$ cat config.mk
export PLATFORM = sky130hd
export DESIGN_NAME = i2c_target_regfile
export DESIGN_NICKNAME = d
export VERILOG_FILES = /design/src/rtl/i2c_target_regfile.sv
export SDC_FILE = /design/constraint.sdc
export NUM_CORES = 1
export LEC_CHECK = 0
export ABC_AREA = 1
export CORE_ASPECT_RATIO = 0.6
export CORE_MARGIN = 2
export CORE_UTILIZATION = 62
export DETAILED_ROUTE_END_ITERATION = 10
export PLACE_DENSITY_LB_ADDON = 0.08
export RECOVER_POWER = 25
export SYNTH_ARGS = -nofsm -noshare
export SYNTH_HDL_FRONTEND = slang
export SYNTH_SLANG_ARGS = --single-unit
$ cat constraint.sdc
create_clock -name Clk -period 2.5 [get_ports Clk]
set_clock_uncertainty 0.2 [all_clocks]
set_input_delay 0.25 -clock Clk [delete_from_list [all_inputs] [get_ports Clk]]
set_output_delay 0.25 -clock Clk [all_outputs]
set_load 0.005 [all_outputs]
$ cat src/rtl/i2c_target_regfile.sv
//-----------------------------------------------------------------------------
// i2c_target_regfile
//
// I2C target with a small byte register file. Scl/Sda are oversampled on Clk;
// START/STOP are detected in every state, a 7-bit device address is matched,
// and write (pointer + data burst) and read (burst from pointer) transactions
// are serviced. The register file is also visible to local logic through a
// combinational read port and per-byte write strobes.
//
// Optional build macro: I2C_GLITCH_FILTER_EN
//   defined   : 3-sample majority filter after the synchronizers (suppresses
//               1-Clk pulses, adds 2 Clk of detection latency)
//   undefined : synchronizer outputs used directly
//
// Ports
//   Clk         system clock, >= 8x Scl frequency
//   Reset       asynchronous active-low reset
//   Scl         bus clock
//   Sda_in      bus data as seen on the wire
//   Sda_oe      1 = pull Sda low, 0 = release
//   Host_addr   local read-port address
//   Host_rdata  register[Host_addr], combinational
//   Wr_strobe   one-Clk pulse per byte written over I2C
//   Wr_addr     register written, valid with Wr_strobe
//   Wr_data     byte written, valid with Wr_strobe
//   Busy        high from an address-matched START until STOP
//-----------------------------------------------------------------------------
// state      | meaning
// -----------+--------------------------------------------------------------
// S_IDLE     | bus idle, waiting for START
// S_ADDR     | shifting device address + R/W
// S_ACK_A    | acknowledging address byte
// S_PTR      | shifting register pointer byte
// S_ACK_P    | acknowledging pointer byte
// S_WR_BYTE  | shifting a data byte to be written
// S_ACK_W    | acknowledging a written data byte
// S_RD_BYTE  | driving a register byte onto Sda
// S_RD_ACK   | sampling master ACK/NACK after a read byte
// S_IGNORE   | not addressed or read ended; wait for START/STOP
//-----------------------------------------------------------------------------
`timescale 1ns/1ps
module i2c_target_regfile #(
  parameter logic [6:0] DEV_ADDR = 7'b1110000,
  parameter int         REG_AW   = 4
) (
  input  logic              Clk,
  input  logic              Reset,
  input  logic              Scl,
  input  logic              Sda_in,
  output logic              Sda_oe,
  input  logic [REG_AW-1:0] Host_addr,
  output logic [7:0]        Host_rdata,
  output logic              Wr_strobe,
  output logic [REG_AW-1:0] Wr_addr,
  output logic [7:0]        Wr_data,
  output logic              Busy
);

  localparam int                NREG    = 1 << REG_AW;
  localparam logic [REG_AW-1:0] PTR_ONE = REG_AW'(1);

  typedef enum logic [3:0] {
    S_IDLE, S_ADDR, S_ACK_A, S_PTR, S_ACK_P,
    S_WR_BYTE, S_ACK_W, S_RD_BYTE, S_RD_ACK, S_IGNORE
  } state_e;

  // Input conditioning. Synchronizers reset to 1 (idle bus) so leaving
  // reset does not fabricate edges.
  logic [1:0] scl_sync_q, sda_sync_q;
  logic       scl_f, sda_f;
  logic       scl_prev_q, sda_prev_q;

  always_ff @(posedge Clk or negedge Reset) begin
    if (!Reset) begin
      scl_sync_q <= 2'b11;
      sda_sync_q <= 2'b11;
    end else begin
      scl_sync_q <= {scl_sync_q[0], Scl};
      sda_sync_q <= {sda_sync_q[0], Sda_in};
    end
  end

`ifdef I2C_GLITCH_FILTER_EN
  logic [2:0] scl_hist_q, sda_hist_q;

  always_ff @(posedge Clk or negedge Reset) begin
    if (!Reset) begin
      scl_hist_q <= 3'b111;
      sda_hist_q <= 3'b111;
    end else begin
      scl_hist_q <= {scl_hist_q[1:0], scl_sync_q[1]};
      sda_hist_q <= {sda_hist_q[1:0], sda_sync_q[1]};
    end
  end

  assign scl_f = (scl_hist_q[0] & scl_hist_q[1]) | (scl_hist_q[0] & scl_hist_q[2]) |
                 (scl_hist_q[1] & scl_hist_q[2]);
  assign sda_f = (sda_hist_q[0] & sda_hist_q[1]) | (sda_hist_q[0] & sda_hist_q[2]) |
                 (sda_hist_q[1] & sda_hist_q[2]);
`else
  assign scl_f = scl_sync_q[1];
  assign sda_f = sda_sync_q[1];
`endif

  always_ff @(posedge Clk or negedge Reset) begin
    if (!Reset) begin
      scl_prev_q <= 1'b1;
      sda_prev_q <= 1'b1;
    end else begin
      scl_prev_q <= scl_f;
      sda_prev_q <= sda_f;
    end
  end

  logic scl_rise, scl_fall, start_c, stop_c;
  assign scl_rise = scl_f & ~scl_prev_q;
  assign scl_fall = ~scl_f & scl_prev_q;
  // Scl must be high on both samples so an Sda edge coinciding with an Scl
  // edge is not taken as a bus condition.
  assign start_c  = scl_f & scl_prev_q & sda_prev_q & ~sda_f;
  assign stop_c   = scl_f & scl_prev_q & ~sda_prev_q & sda_f;

  state_e            state_q;
  logic [2:0]        bit_cnt_q;
  logic [7:0]        shift_q;
  logic [7:0]        shift_d;
  logic [REG_AW-1:0] ptr_q;
  logic              rw_q;
  logic              bit9_q;     // ninth (ACK) bit phase reached
  logic              wr_pend_q;  // commit received byte on the next Clk
  logic [7:0]        regs_q [NREG];

  assign shift_d    = {shift_q[6:0], sda_f};
  assign Host_rdata = regs_q[Host_addr];

  always_ff @(posedge Clk or negedge Reset) begin
    if (!Reset) begin
      state_q   <= S_IDLE;
      bit_cnt_q <= 3'd0;
      shift_q   <= 8'h00;
      ptr_q     <= '0;
      rw_q      <= 1'b0;
      bit9_q    <= 1'b0;
      wr_pend_q <= 1'b0;
      Sda_oe    <= 1'b0;
      Wr_strobe <= 1'b0;
      Wr_addr   <= '0;
      Wr_data   <= 8'h00;
      Busy      <= 1'b0;
      for (int i = 0; i < NREG; i++) regs_q[i] <= 8'h00;
    end else begin
      Wr_strobe <= 1'b0;
      if (start_c) begin
        state_q   <= S_ADDR;
        bit_cnt_q <= 3'd0;
        bit9_q    <= 1'b0;
        Sda_oe    <= 1'b0;
      end else if (stop_c) begin
        state_q <= S_IDLE;
        Busy    <= 1'b0;
        Sda_oe  <= 1'b0;
      end else begin
        unique case (state_q)
          S_ADDR, S_PTR, S_WR_BYTE: begin
            if (scl_rise) begin
              shift_q   <= shift_d;
              bit_cnt_q <= bit_cnt_q + 3'd1;
              bit9_q    <= 1'b0;
              if (bit_cnt_q == 3'd7) begin
                if (state_q == S_ADDR) begin
                  if (shift_d[7:1] == DEV_ADDR) begin
                    state_q <= S_ACK_A;
                    Busy    <= 1'b1;
                    rw_q    <= shift_d[0];
                  end else begin
                    state_q <= S_IGNORE;
                  end
                end else if (state_q == S_PTR) begin
                  ptr_q   <= shift_d[REG_AW-1:0];
                  state_q <= S_ACK_P;
                end else begin
                  wr_pend_q <= 1'b1;
                  state_q   <= S_ACK_W;
                end
              end
            end
          end
          S_ACK_A, S_ACK_P, S_ACK_W: begin
            if (scl_rise) begin
              bit9_q <= 1'b1;
            end else if (scl_fall) begin
              if (!bit9_q) begin
                Sda_oe <= 1'b1;
              end else begin
                bit9_q    <= 1'b0;
                bit_cnt_q <= 3'd0;
                if (state_q == S_ACK_A && rw_q) begin
                  // The falling edge that ends the ACK also presents bit 7.
                  shift_q <= regs_q[ptr_q];
                  Sda_oe  <= ~regs_q[ptr_q][7];
                  state_q <= S_RD_BYTE;
                end else begin
                  Sda_oe  <= 1'b0;
                  state_q <= (state_q == S_ACK_A) ? S_PTR : S_WR_BYTE;
                end
              end
            end
          end
          S_RD_BYTE: begin
            if (scl_rise) begin
              bit_cnt_q <= bit_cnt_q + 3'd1;
              if (bit_cnt_q == 3'd7) bit9_q <= 1'b1;
            end else if (scl_fall) begin
              if (bit9_q) begin
                Sda_oe  <= 1'b0;
                bit9_q  <= 1'b0;
                state_q <= S_RD_ACK;
              end else begin
                Sda_oe  <= ~shift_q[6];
                shift_q <= {shift_q[6:0], 1'b0};
              end
            end
          end
          S_RD_ACK: begin
            if (scl_rise) begin
              if (!sda_f) begin
                ptr_q  <= ptr_q + PTR_ONE;
                bit9_q <= 1'b1;
              end else begin
                state_q <= S_IGNORE;
              end
            end else if (scl_fall && bit9_q) begin
              shift_q   <= regs_q[ptr_q];
              Sda_oe    <= ~regs_q[ptr_q][7];
              bit9_q    <= 1'b0;
              bit_cnt_q <= 3'd0;
              state_q   <= S_RD_BYTE;
            end
          end
          default: begin
            Sda_oe <= 1'b0;
          end
        endcase
      end

      if (wr_pend_q) begin
        regs_q[ptr_q] <= shift_q;
        Wr_strobe     <= 1'b1;
        Wr_addr       <= ptr_q;
        Wr_data       <= shift_q;
        ptr_q         <= ptr_q + PTR_ONE;
        wr_pend_q     <= 1'b0;
      end
    end
  end

endmodule

==> key figures <==
Status
  • Status: finished with violations
  • Failing checks: capacitance limit, slew limit

Floorplan
  • Total core area: 15,400 um2
  • Die width: approximately 170 um
  • DIE AREA: 16,800 um2
  • Die height: between 100 and 150 um
  • Initial Util: a little under two thirds
  • Num rows: 35
  • IO Count: 31

Setup path
  • CP delay by family, top: buffers and inverters
  • Crit-path most repeated cell: nand2_1
  • Crit start category: register
  • CP Buf/Inv Count: 3
  • Worst Path Arrival: 1.97 ns
  • Worst path required time: 2.05 ns
  • CP cell instances: inv_1, a21oi_1, o21ai_1, buf_4, nand2_1, o221ai_1, nand2_1, clkdlybuf4s50_1
  • Crit-path max FO: 2
  • CP endpoint kind: output port
  • Crit path kind: reg -> out
  • CP max stage delay: approximately 0.5 ns
  • Slowest cell on the critical path: clkdlybuf4s50_1

Synth
  • Mapped Nets: roughly 1.4k
  • Yosys reg bits: 171
  • Synth cell types: 27
  • Seq/Total Area, Yosys: between 40 and 50%
  • Gate Count Post-Synth: 1,424
  • Post-Syn Area per Cell: 6.84 um2
  • Yosys warning count: 0
  • Synth Cell Area: 9750 um2

Finish
  • Share of cells above drive strength 1: 8.86%
  • Nets@finish: 1,457
  • Synth-to-Final Area Change: 13.9%
  • Diodes inserted: 0
  • Fillers: 1,219

CTS
  • CTS Buf Count: 17
  • CTS tree: yes
  • CTS Buffer Depth: 2
  • Clock tree sinks: 171
  • CTS Root Buffer Type: clkbuf_16
  • Clk_lat worst skew: 0.43 ns
  • Clock transition at path regs: 0.08 ns
  • Total number of H-tree levels: 4

STA
  • Fin crit share: 96.9%
  • Worst slew margin: -0.914%
  • Setup TNS Final: 0 ns
  • Worst-Margin Slew: about 1.5 ns
  • Finish-stage setup viols: 0
  • F_max: 0.413 GHz
  • Slew Limit Fails: 53
  • Fin. Hold Viols: 0
  • Final Critical Period: 2.42 ns
  • RSZ-0062 raised after global routing: false

Placement
  • IO Port Bufs: 30
  • HPWL Detailed: 21,000 um
  • RePlAce Congestion: 0.972

Global route
  • Overall Global Routing Usage: between 30% and 40%
  • Vias in the first global route: 8,909
  • Largest net degree at the start of global routing: 64
  • Antenna violations before repair: 0
  • First-pass GRT wire length: ~49,000 um
  • Total grt overflow: 0

Drt
  • Routed len/inst: 18.3 um
  • First-pass detailed-route iteration total: 6
  • Initial detailed-routing violation count: 1,509
  • Vias: 9,707
  • Post-Route WL: 30,400 um
  • DRC: 0
  • Final antenna-violating net count: 0
  • Vias/cell: 5.85

Power and ir drop
  • Leakage: between 5 and 6 nW
  • VDD IR max: 0.000604 V
  • Tot Pwr: 9.53 mW
  • Pwr dens: 859 nW/um2

Hold path
  • Min-delay worst type: in -> reg

Job
  • Number of max-cap violations: 1
[where the power goes]
group	switching, mW	internal, mW
Sequential	0.196	2.89
Clock	1.35	1.45
Combinational	2.58	1.07
Total	4.12	5.42
[Yosys cell counts (all sizes together)]
cell / n / area share [%]
buf: 23 / 1.3
o21ai: 228 / 12
dfrtp: 165 / 42
xor2: 1 / 0.090
nand4: 4 / 0.39
nand3: 84 / 4.3
o221ai: 16 / 1.4
clkinv: 1 / 0.038
o21a: 1 / 0.077
xnor2: 1 / 0.090
a21oi: 70 / 3.6
ha: 6 / 0.77
o211ai: 1 / 0.077
nand2: 528 / 21
dfstp: 6 / 1.6
clkbuf: 59 / 2.3
nor2: 56 / 2.6
inv: 174 / 6.7
[cells in the final DEF (no fill, tap or decap), drive strengths merged, types with 10 or more instances in the layout]
cell and count:
nand2 528, o21ai 228, inv 178, dfrtp 165, nand3 84, a21oi 70
nor2 56, buf 52, clkbuf 19, clkdlybuf4s50 18, o221ai 16, clkinv 10
[cells by family (layout without fill, tap and decap cells)]
logic type | count (synthesis) | count (layout) | synth area share, %
compound gates | 316 | 316 | 16.9
buf+inv | 257 | 289 | 10.3
xor+xnor | 2 | 2 | 0.180
simple gates | 672 | 672 | 27.9
flops | 171 | 171 | 44.0
fa+ha+maj | 6 | 6 | 0.770
[sequential cells by signal, summed over array words and instances (netlist names)]
signal and count:
Busy 1, Sda_oe 1, Wr_addr 4, Wr_data 8
Wr_strobe 1, bit9_q 1, bit_cnt_q 3, ptr_q 4
regs_q 128, rw_q 1, scl_prev_q 1, scl_sync_q 2
sda_prev_q 1, sda_sync_q 2, shift_q 8, state_q 4
wr_pend_q 1
[metal layers]
metal / vias up / GRT usage (%) / share of wire [%]
li1: 4538 / - / -
met5: - / 0 / 0
met3: 84 / 13.0 / 14
met2: 632 / 51.1 / 38
met4: 0 / 13.1 / 3.1
met1: 4453 / 55.8 / 44
[repair_timing]
| item | CTS | global route |
|---|---|---|
| hold endpoints to repair | 50 | 0 |
| pin swaps | 4 | 7 |
| gates resized for setup | 8 | 19 |
| hold buffers | 1 | 0 |
| setup buffers | 2 | 5 |
| endpoints found under the setup margin | 6 | 8 |
[worst reg2reg max path, stage by stage, from the launching register on]
cell and delay, ns:
dfrtp_1 0.37, buf_4 0.34, ha_1 0.23, nand2_1 0.07, inv_1 0.16, nand2_1 0.40
o21ai_0 0.34
[cell type report]
| type | count | area, um2 | share of cell area [%] |
|---|---|---|---|
| clock buffers | 17 | 425 | 3.83 |
| inverters | 175 | 657 | 5.92 |
| well taps | 203 | 254 | 2.29 |
| multi-input cells | 996 | 4490 | 40.5 |
| clock inverters | 15 | 206 | 1.86 |
| repair buffers | 82 | 779 | 7.02 |
| flip-flops and latches | 171 | 4290 | 38.6 |
[through the flow]
stage / util [%] / instance area (um2) / worst slack [ns] / hold WS (ns) / cells
6_report: 72.2 / 11100 / 0.0778 / 0.151 / 1659
5_1_grt: 72.2 / 11100 / 0.00471 / 0.149 / 1659
4_1_cts: 71.9 / 11100 / 0.00434 / 0.0107 / 1654
3_5_place_dp: 67.5 / 10400 / 0.171 / 0.0589 / 1619
3_3_place_gp: 67.5 / 10400 / 0.181 / 0.0580 / 1619
2_1_floorplan: - / 9750 / 0.380 / -0.246 / 1424
[path summary, 6_finish.rpt]
path                                              start                       to  slack (ns)  depth (start not counted)
worst max register to register     ptr_q[1]$_DFFE_PN0P_   regs_q[47]$_DFFE_PN0P_        0.30                          6
worst min-delay path                             Sda_in  sda_sync_q[0]$_DFF_PN1_        0.15                          1
worst max-delay path             regs_q[85]$_DFFE_PN0P_            Host_rdata[5]        0.08                          8
min in group asynchronous                         Reset   regs_q[84]$_DFFE_PN0P_        0.53                          2
max in group asynchronous                         Reset     scl_prev_q$_DFF_PN1_        0.54                          3
worst min register to register  sda_sync_q[0]$_DFF_PN1_  sda_sync_q[1]$_DFF_PN1_        0.16                          0
Note: power is estimated with default switching activity, not from simulation.
